===== config.mk =====
export PLATFORM = sky130hd
export DESIGN_NAME = stream_source_arbiter
export DESIGN_NICKNAME = d
export VERILOG_FILES = /design/src/rtl/stream_source_arbiter.sv
export SDC_FILE = /design/constraint.sdc
export NUM_CORES = 1
export LEC_CHECK = 0
export BUFFER_PORTS_ARGS = -buffer_cell sky130_fd_sc_hd__buf_2
export CAP_MARGIN = 20
export CORE_AREA = 5 5 302 304
export DETAILED_ROUTE_END_ITERATION = 10
export DIE_AREA = 0 0 307 309
export GPL_ROUTABILITY_DRIVEN = 0
export GPL_TIMING_DRIVEN = 0
export PLACE_DENSITY_LB_ADDON = 0.12
export SYNTH_ARGS = -nofsm -noshare
export SYNTH_HDL_FRONTEND = slang
export SYNTH_SLANG_ARGS = --single-unit

===== constraint.sdc =====
create_clock -name clk -period 8.6 [get_ports clk]
set_input_delay 1.72 -clock clk [delete_from_list [all_inputs] [get_ports clk]]
set_output_delay 1.72 -clock clk [all_outputs]
set_load 0.01 [all_outputs]

===== src/rtl/stream_source_arbiter.sv =====
// Round-robin arbiter merging the snoop submodule sources onto one registered AXI-Stream port.
// Optional packet counter (pkt_count port) is built only when ARB_PKT_CNT_EN is defined.
module stream_source_arbiter #(
   parameter int unsigned DATA_WIDTH = 128,
   parameter int unsigned N_SRC      = 5,
   parameter int unsigned CNT_WIDTH  = 32
) (
   input  logic                        clk,
   input  logic                        reset,
   input  logic [N_SRC-1:0]            src_valid,
   input  logic [N_SRC-1:0]            src_in_progress,
   input  logic [N_SRC-1:0]            src_last,
   input  logic [N_SRC*DATA_WIDTH-1:0] src_data,
   output logic [N_SRC-1:0]            src_ready,
   output logic [DATA_WIDTH-1:0]       m_axis_tdata,
   output logic                        m_axis_tvalid,
   output logic                        m_axis_tlast,
   input  logic                        m_axis_tready,
`ifdef ARB_PKT_CNT_EN
   output logic [CNT_WIDTH-1:0]        pkt_count,
`endif
   output logic                        busy
);

   localparam int unsigned IdxW  = (N_SRC > 1) ? $clog2(N_SRC) : 1;
   localparam int unsigned CandW = IdxW + 1;

   typedef enum logic [0:0] {StIdle, StLocked} state_e;

   state_e            state_q, state_d;
   logic [IdxW-1:0]   lock_idx_q, lock_idx_d;
   logic [IdxW-1:0]   rr_ptr_q, rr_ptr_d;
   logic [IdxW-1:0]   rr_sel, sel;
   logic [CandW-1:0]  cand;
   logic              found, sel_any, slot_free, acc;
   logic              sel_valid, sel_last, sel_in_prog;
   logic [DATA_WIDTH-1:0] sel_data;

   assign slot_free = !m_axis_tvalid || m_axis_tready;
   assign busy      = (state_q == StLocked);

   // Cyclic search starting at rr_ptr; cand never exceeds 2*N_SRC-2 so CandW bits suffice.
   always_comb begin
      found  = 1'b0;
      rr_sel = '0;
      cand   = '0;
      for (int k = 0; k < N_SRC; k++) begin
         cand = {1'b0, rr_ptr_q} + CandW'(k);
         if (cand >= CandW'(N_SRC)) cand = cand - CandW'(N_SRC);
         if (!found && src_valid[cand[IdxW-1:0]]) begin
            found  = 1'b1;
            rr_sel = cand[IdxW-1:0];
         end
      end
   end

   assign sel     = busy ? lock_idx_q : rr_sel;
   assign sel_any = busy || found;

   always_comb begin
      sel_valid   = 1'b0;
      sel_last    = 1'b0;
      sel_in_prog = 1'b0;
      sel_data    = '0;
      src_ready   = '0;
      for (int i = 0; i < N_SRC; i++) begin
         if (IdxW'(i) == sel) begin
            sel_valid    = src_valid[i];
            sel_last     = src_last[i];
            sel_in_prog  = src_in_progress[i];
            sel_data     = src_data[i*DATA_WIDTH +: DATA_WIDTH];
            src_ready[i] = !reset && slot_free && sel_any;
         end
      end
   end

   assign acc = !reset && slot_free && sel_any && sel_valid;

   always_comb begin
      state_d    = state_q;
      lock_idx_d = lock_idx_q;
      rr_ptr_d   = rr_ptr_q;
      unique case (state_q)
         StIdle: begin
            if (acc && (!sel_last || sel_in_prog)) begin
               state_d    = StLocked;
               lock_idx_d = sel;
            end
         end
         StLocked: begin
            if (acc && sel_last) state_d = StIdle;
         end
         default: state_d = StIdle;
      endcase
      if (acc && sel_last) begin
         rr_ptr_d = (sel == IdxW'(N_SRC - 1)) ? '0 : sel + IdxW'(1);
      end
   end

   always_ff @(posedge clk) begin
      if (reset) begin
         state_q    <= StIdle;
         lock_idx_q <= '0;
         rr_ptr_q   <= '0;
      end else begin
         state_q    <= state_d;
         lock_idx_q <= lock_idx_d;
         rr_ptr_q   <= rr_ptr_d;
      end
   end

   // Output register: reload on accept, drain on tready, otherwise hold.
   always_ff @(posedge clk) begin
      if (reset) begin
         m_axis_tvalid <= 1'b0;
         m_axis_tlast  <= 1'b0;
         m_axis_tdata  <= '0;
      end else if (acc) begin
         m_axis_tvalid <= 1'b1;
         m_axis_tlast  <= sel_last;
         m_axis_tdata  <= sel_data;
      end else if (m_axis_tready) begin
         m_axis_tvalid <= 1'b0;
      end
   end

`ifdef ARB_PKT_CNT_EN
   always_ff @(posedge clk) begin
      if (reset) begin
         pkt_count <= '0;
      end else if (m_axis_tvalid && m_axis_tready && m_axis_tlast) begin
         pkt_count <= pkt_count + CNT_WIDTH'(1);
      end
   end
`else
   // CNT_WIDTH only sizes the optional counter.
   logic [CNT_WIDTH-1:0] unused_cnt;
   assign unused_cnt = '0;
`endif

endmodule


==> impl_metrics.csv <==
group,metric,value,unit
outcome,outcome,"finished clean",
logic_synthesis,synth.area.top_cells,"dfxtp_1 (24%), a221oi_1 (10%), o41ai_1 (9.9%)",
worst_setup_path,rr_endpoint,"m_axis_tdata[94]$_SDFFE_PP0P_",
placed_design,io_buffers,790,
logic_synthesis,async_flop_share,0,%
route,wl_per_cell,25.84,microns
route,antenna_left,0,
worst_setup_path,path_class,"reg2reg",
logic_synthesis,synthFlopType,"dfxtp_1",
sta,final.period_utilization,96.66,%
worst_setup_path,endpoint_kind,"register",
logic_synthesis,yosysUniqueCellTypes,69,
sta,skew,0.01419,ns
die,coreArea,87970,sq um
route,vias_per_cell,4.583,
cts,insertion_delay,0.48,ns
sta,hold_viol_final,0,
worst_hold_path,hp-start,"m_axis_tdata[67]$_SDFFE_PP0P_",
sta,drv_slew,0,
sta,slew_headroom,26.53,%
power_and_ir_drop,design_power_total,6.082,mW
layout,fin_util,19.83,%
worst_setup_path,startpoint_type,"register",
worst_setup_path,reg2reg_depth,22,
sta,period_needed,8.313,ns
cts,cts_setup_buffers,0,
power_and_ir_drop,p_leak,7.058,nW
global_routing,overflow,0,
layout,layout.nets,3077,
route,vias,16470,
route,first_pass_iters,6,
die,die_area,94860,sq um
placed_design,place_inst,3551,
route,drc,0,
die,start_util,12.90,%
global_routing,grt_pass1_wl,124.5,mm
die,ios,794,
worst_setup_path,cp.required,9.01,ns
sta,setup_violations,0,
power_and_ir_drop,ir_worst_vdd,174.3,uV
logic_synthesis,synth_warnings,0,
logic_synthesis,avgSynthCellArea,7.119,sq um
logic_synthesis,synth_top_area_share,24.17,%
die,die_y,309,microns
worst_setup_path,cp_top_family,"buffers and inverters",
worst_setup_path,path_depth,22,
sta,fmax,120.3,MHz
cts,clock_path_buffers,2,
cts,cts_tree,"done",
global_routing,grt_max_degree,17,
worst_hold_path,hp-class,"reg2reg",
worst_setup_path,arrival,8.72,ns
logic_synthesis,syn_area,11350,sq um
worst_setup_path,crit_path_start,"rr_ptr_q[0]$_SDFFE_PP0P_",
flow_run,maxCapViolCount,0,
worst_setup_path,cp-endpoint,"m_axis_tdata[94]$_SDFFE_PP0P_",
logic_synthesis,synth_nets,2266,
layout,area_growth,53.70,%
sta,finalWorstSetupSlack,0.2872,ns
sta,tns,0,ns
global_routing,grt_pass1_vias,16660,
logic_synthesis,ys_ff_latch,137,
logic_synthesis,yosysSeqAreaShare,24.17,%
die,num_rows,109,
die,die_x,307,microns
layout,finalNonFillerCells,3593,
cts,root_buffer,"clkbuf_16",
worst_setup_path,crit_fanout,11,
route,wl,92.83,mm
power_and_ir_drop,p_per_area,348.7,nW/um^2
logic_synthesis,synth_edf_count,0,
layout,drive_gt1_share,37.34,%
worst_setup_path,crit_chain,"buf_6 > clkinv_1 > ha_1 > ha_1 > buf_2 > a211o_1 > and2_1 > or4b_1 > clkbuf_1 > and3_1 > o311a_1 > nor4b_2 > buf_2 > clkbuf_2 > a21oi_1 > ha_1 > clkbuf_1 > clkbuf_2 > clkbuf_1 > o41ai_1 > o211ai_1 > a21oi_1",
global_routing,grt_usage,18.21,%
placed_design,place_ws,-0.6288,ns
logic_synthesis,netlist_instances,1594,
cts,cts.htree.levels,4,
logic_synthesis,yosysTopAreaCell,"dfxtp_1",
cts,numCtsBuffers,17,
route,drtIter0Drc,1341,
worst_setup_path,path_buf_inv,9,
worst_setup_path,r2r-start,"rr_ptr_q[0]$_SDFFE_PP0P_",
global_routing,antenna_found_initial,18,
cts,clk_pin_slew,0.07,ns
worst_setup_path,max_stage_delay,1.02,ns
sta,worst_slew_pin_slew,1.102,ns
worst_setup_path,r2r_slack,0.29,ns
placed_design,dpl.hpwl,77.70,mm
sta,rsz0062_at_grt,"no",
worst_setup_path,cpMaxStageDelayCell,"o41ai_1",
cts,clock-sinks,137,
==> cells in the mapped netlist (3+ instances only) <==
cell / count
nor2b_1: 6
o31a_1: 4
nand2_1: 283
nor2_1: 151
xnor2_1: 3
o211ai_1: 129
o31ai_1: 7
ha_1: 13
o311ai_0: 3
and3b_1: 3
a221oi_1: 130
buf_2: 37
clkbuf_1: 141
mux2_2: 6
nand3_1: 6
nor4_1: 5
nor3_1: 6
nand2b_1: 133
o41ai_1: 128
dfxtp_1: 137
buf_1: 3
and3_1: 5
a21oi_1: 142
or3_1: 6
o21ai_0: 9
and2_1: 7
a211oi_1: 4
inv_1: 13
mux2i_1: 12
buf_4: 5
or4_1: 5
o21a_1: 3
==> where the power goes <==
group          leakage (nW)  internal, mW  switching [mW]
clock network         0.288         0.415           0.366
registers              1.11         0.723          0.0478
logic                  5.66          1.47            3.06
==> worst register-to-register path: stages (launching register included) <==
cell and delay (ns):
dfxtp_1 0.49, buf_6 0.20, clkinv_1 0.34, ha_1 0.38
ha_1 0.27, buf_2 0.18, a211o_1 0.17, and2_1 0.27
or4b_1 0.51, clkbuf_1 0.22, and3_1 0.24, o311a_1 0.41
nor4b_2 0.50, buf_2 0.41, clkbuf_2 0.36, a21oi_1 0.12
ha_1 0.23, clkbuf_1 0.31, clkbuf_2 0.56, clkbuf_1 0.52
o41ai_1 1.03, o211ai_1 0.35, a21oi_1 0.20
==> cells in the final DEF, fill, tap and decap left out, drive strengths merged, types with 5 or more instances in the layout <==
cell	synthesis	layout
a211oi	5	5
a21oi	144	144
a221oi	130	130
and2	7	7
and3	5	5
buf	47	840
clkbuf	141	157
dfxtp	137	137
diode	0	10
ha	13	13
inv	13	24
mux2	6	6
mux2i	12	12
nand2	283	283
nand2b	134	134
nand3	6	6
nor2	151	151
nor2b	6	6
nor3	6	6
nor4	7	7
o211ai	129	129
o21ai	11	11
o31ai	9	9
o41ai	128	128
or3	6	6
or4	5	5
==> final cells by class <==
cell class	count	area, sq um
fillers	10160	70520
well taps	1165	1458
flip-flops and latches	137	2743
clock inverters	15	170.2
diodes	10	25.02
multi-input cells	1255	7786
clock buffers	17	425.4
repair buffers	792	3984
plain buffers	188	799.5
inverters	14	52.55
==> sequential cells by signal (all words and copies together) (netlist names) <==
register and cells:
m_axis_tdata 128, busy 1, lock_idx_q 3, m_axis_tvalid 1, m_axis_tlast 1, rr_ptr_q 3
==> through the flow <==
step / instance area (sq um) / hold WS [ns]
global route: 17430 / 0.4678
CTS: 17410 / 0.4530
global placement: 16760 / 0.4423
finish: 17440 / 0.4501
detailed placement: 16800 / 0.4440
floorplan: 11350 / 0.4385
==> per-layer routing <==
layer	track usage, %	part of all wire (%)	up-vias
li1	-	-	7647
met1	22.62	42	8027
met2	31.31	49	692
met3	5.135	7.3	95
met4	4.478	2.1	4
met5	0	0.027	-
==> how the worst min path moves through the flow <==
| stage | slack (ns) | to | cells past startpoint |
|---|---|---|---|
| detailed placement | 0.44 | m_axis_tdata[89]$_SDFFE_PP0P_ | 2 |
| floorplan | 0.44 | lock_idx_q[0]$_SDFFE_PP0P_ | 2 |
| CTS | 0.45 | m_axis_tdata[89]$_SDFFE_PP0P_ | 2 |
| finish | 0.45 | m_axis_tdata[67]$_SDFFE_PP0P_ | 2 |
| global route | 0.47 | m_axis_tdata[9]$_SDFFE_PP0P_ | 2 |
| global placement | 0.44 | m_axis_tdata[8]$_SDFFE_PP0P_ | 2 |
==> timing repair <==
| item | 4_1_cts | 5_1_grt |
|---|---|---|
| hold buffers | 0 | 0 |
| gates resized for setup | 3 | 7 |
| setup endpoints to repair | 9 | 5 |
==> cells by family after synthesis <==
kind of cell,Yosys count,synth area share (%)
flops,137,24.17
simple gates,629,25.47
mux,19,1.852
fa+ha+maj,14,1.610
xor+xnor,4,0.3088
buf+inv,202,7.387
compound gates,589,39.21
Note: power is estimated with default switching activity, not from simulation.
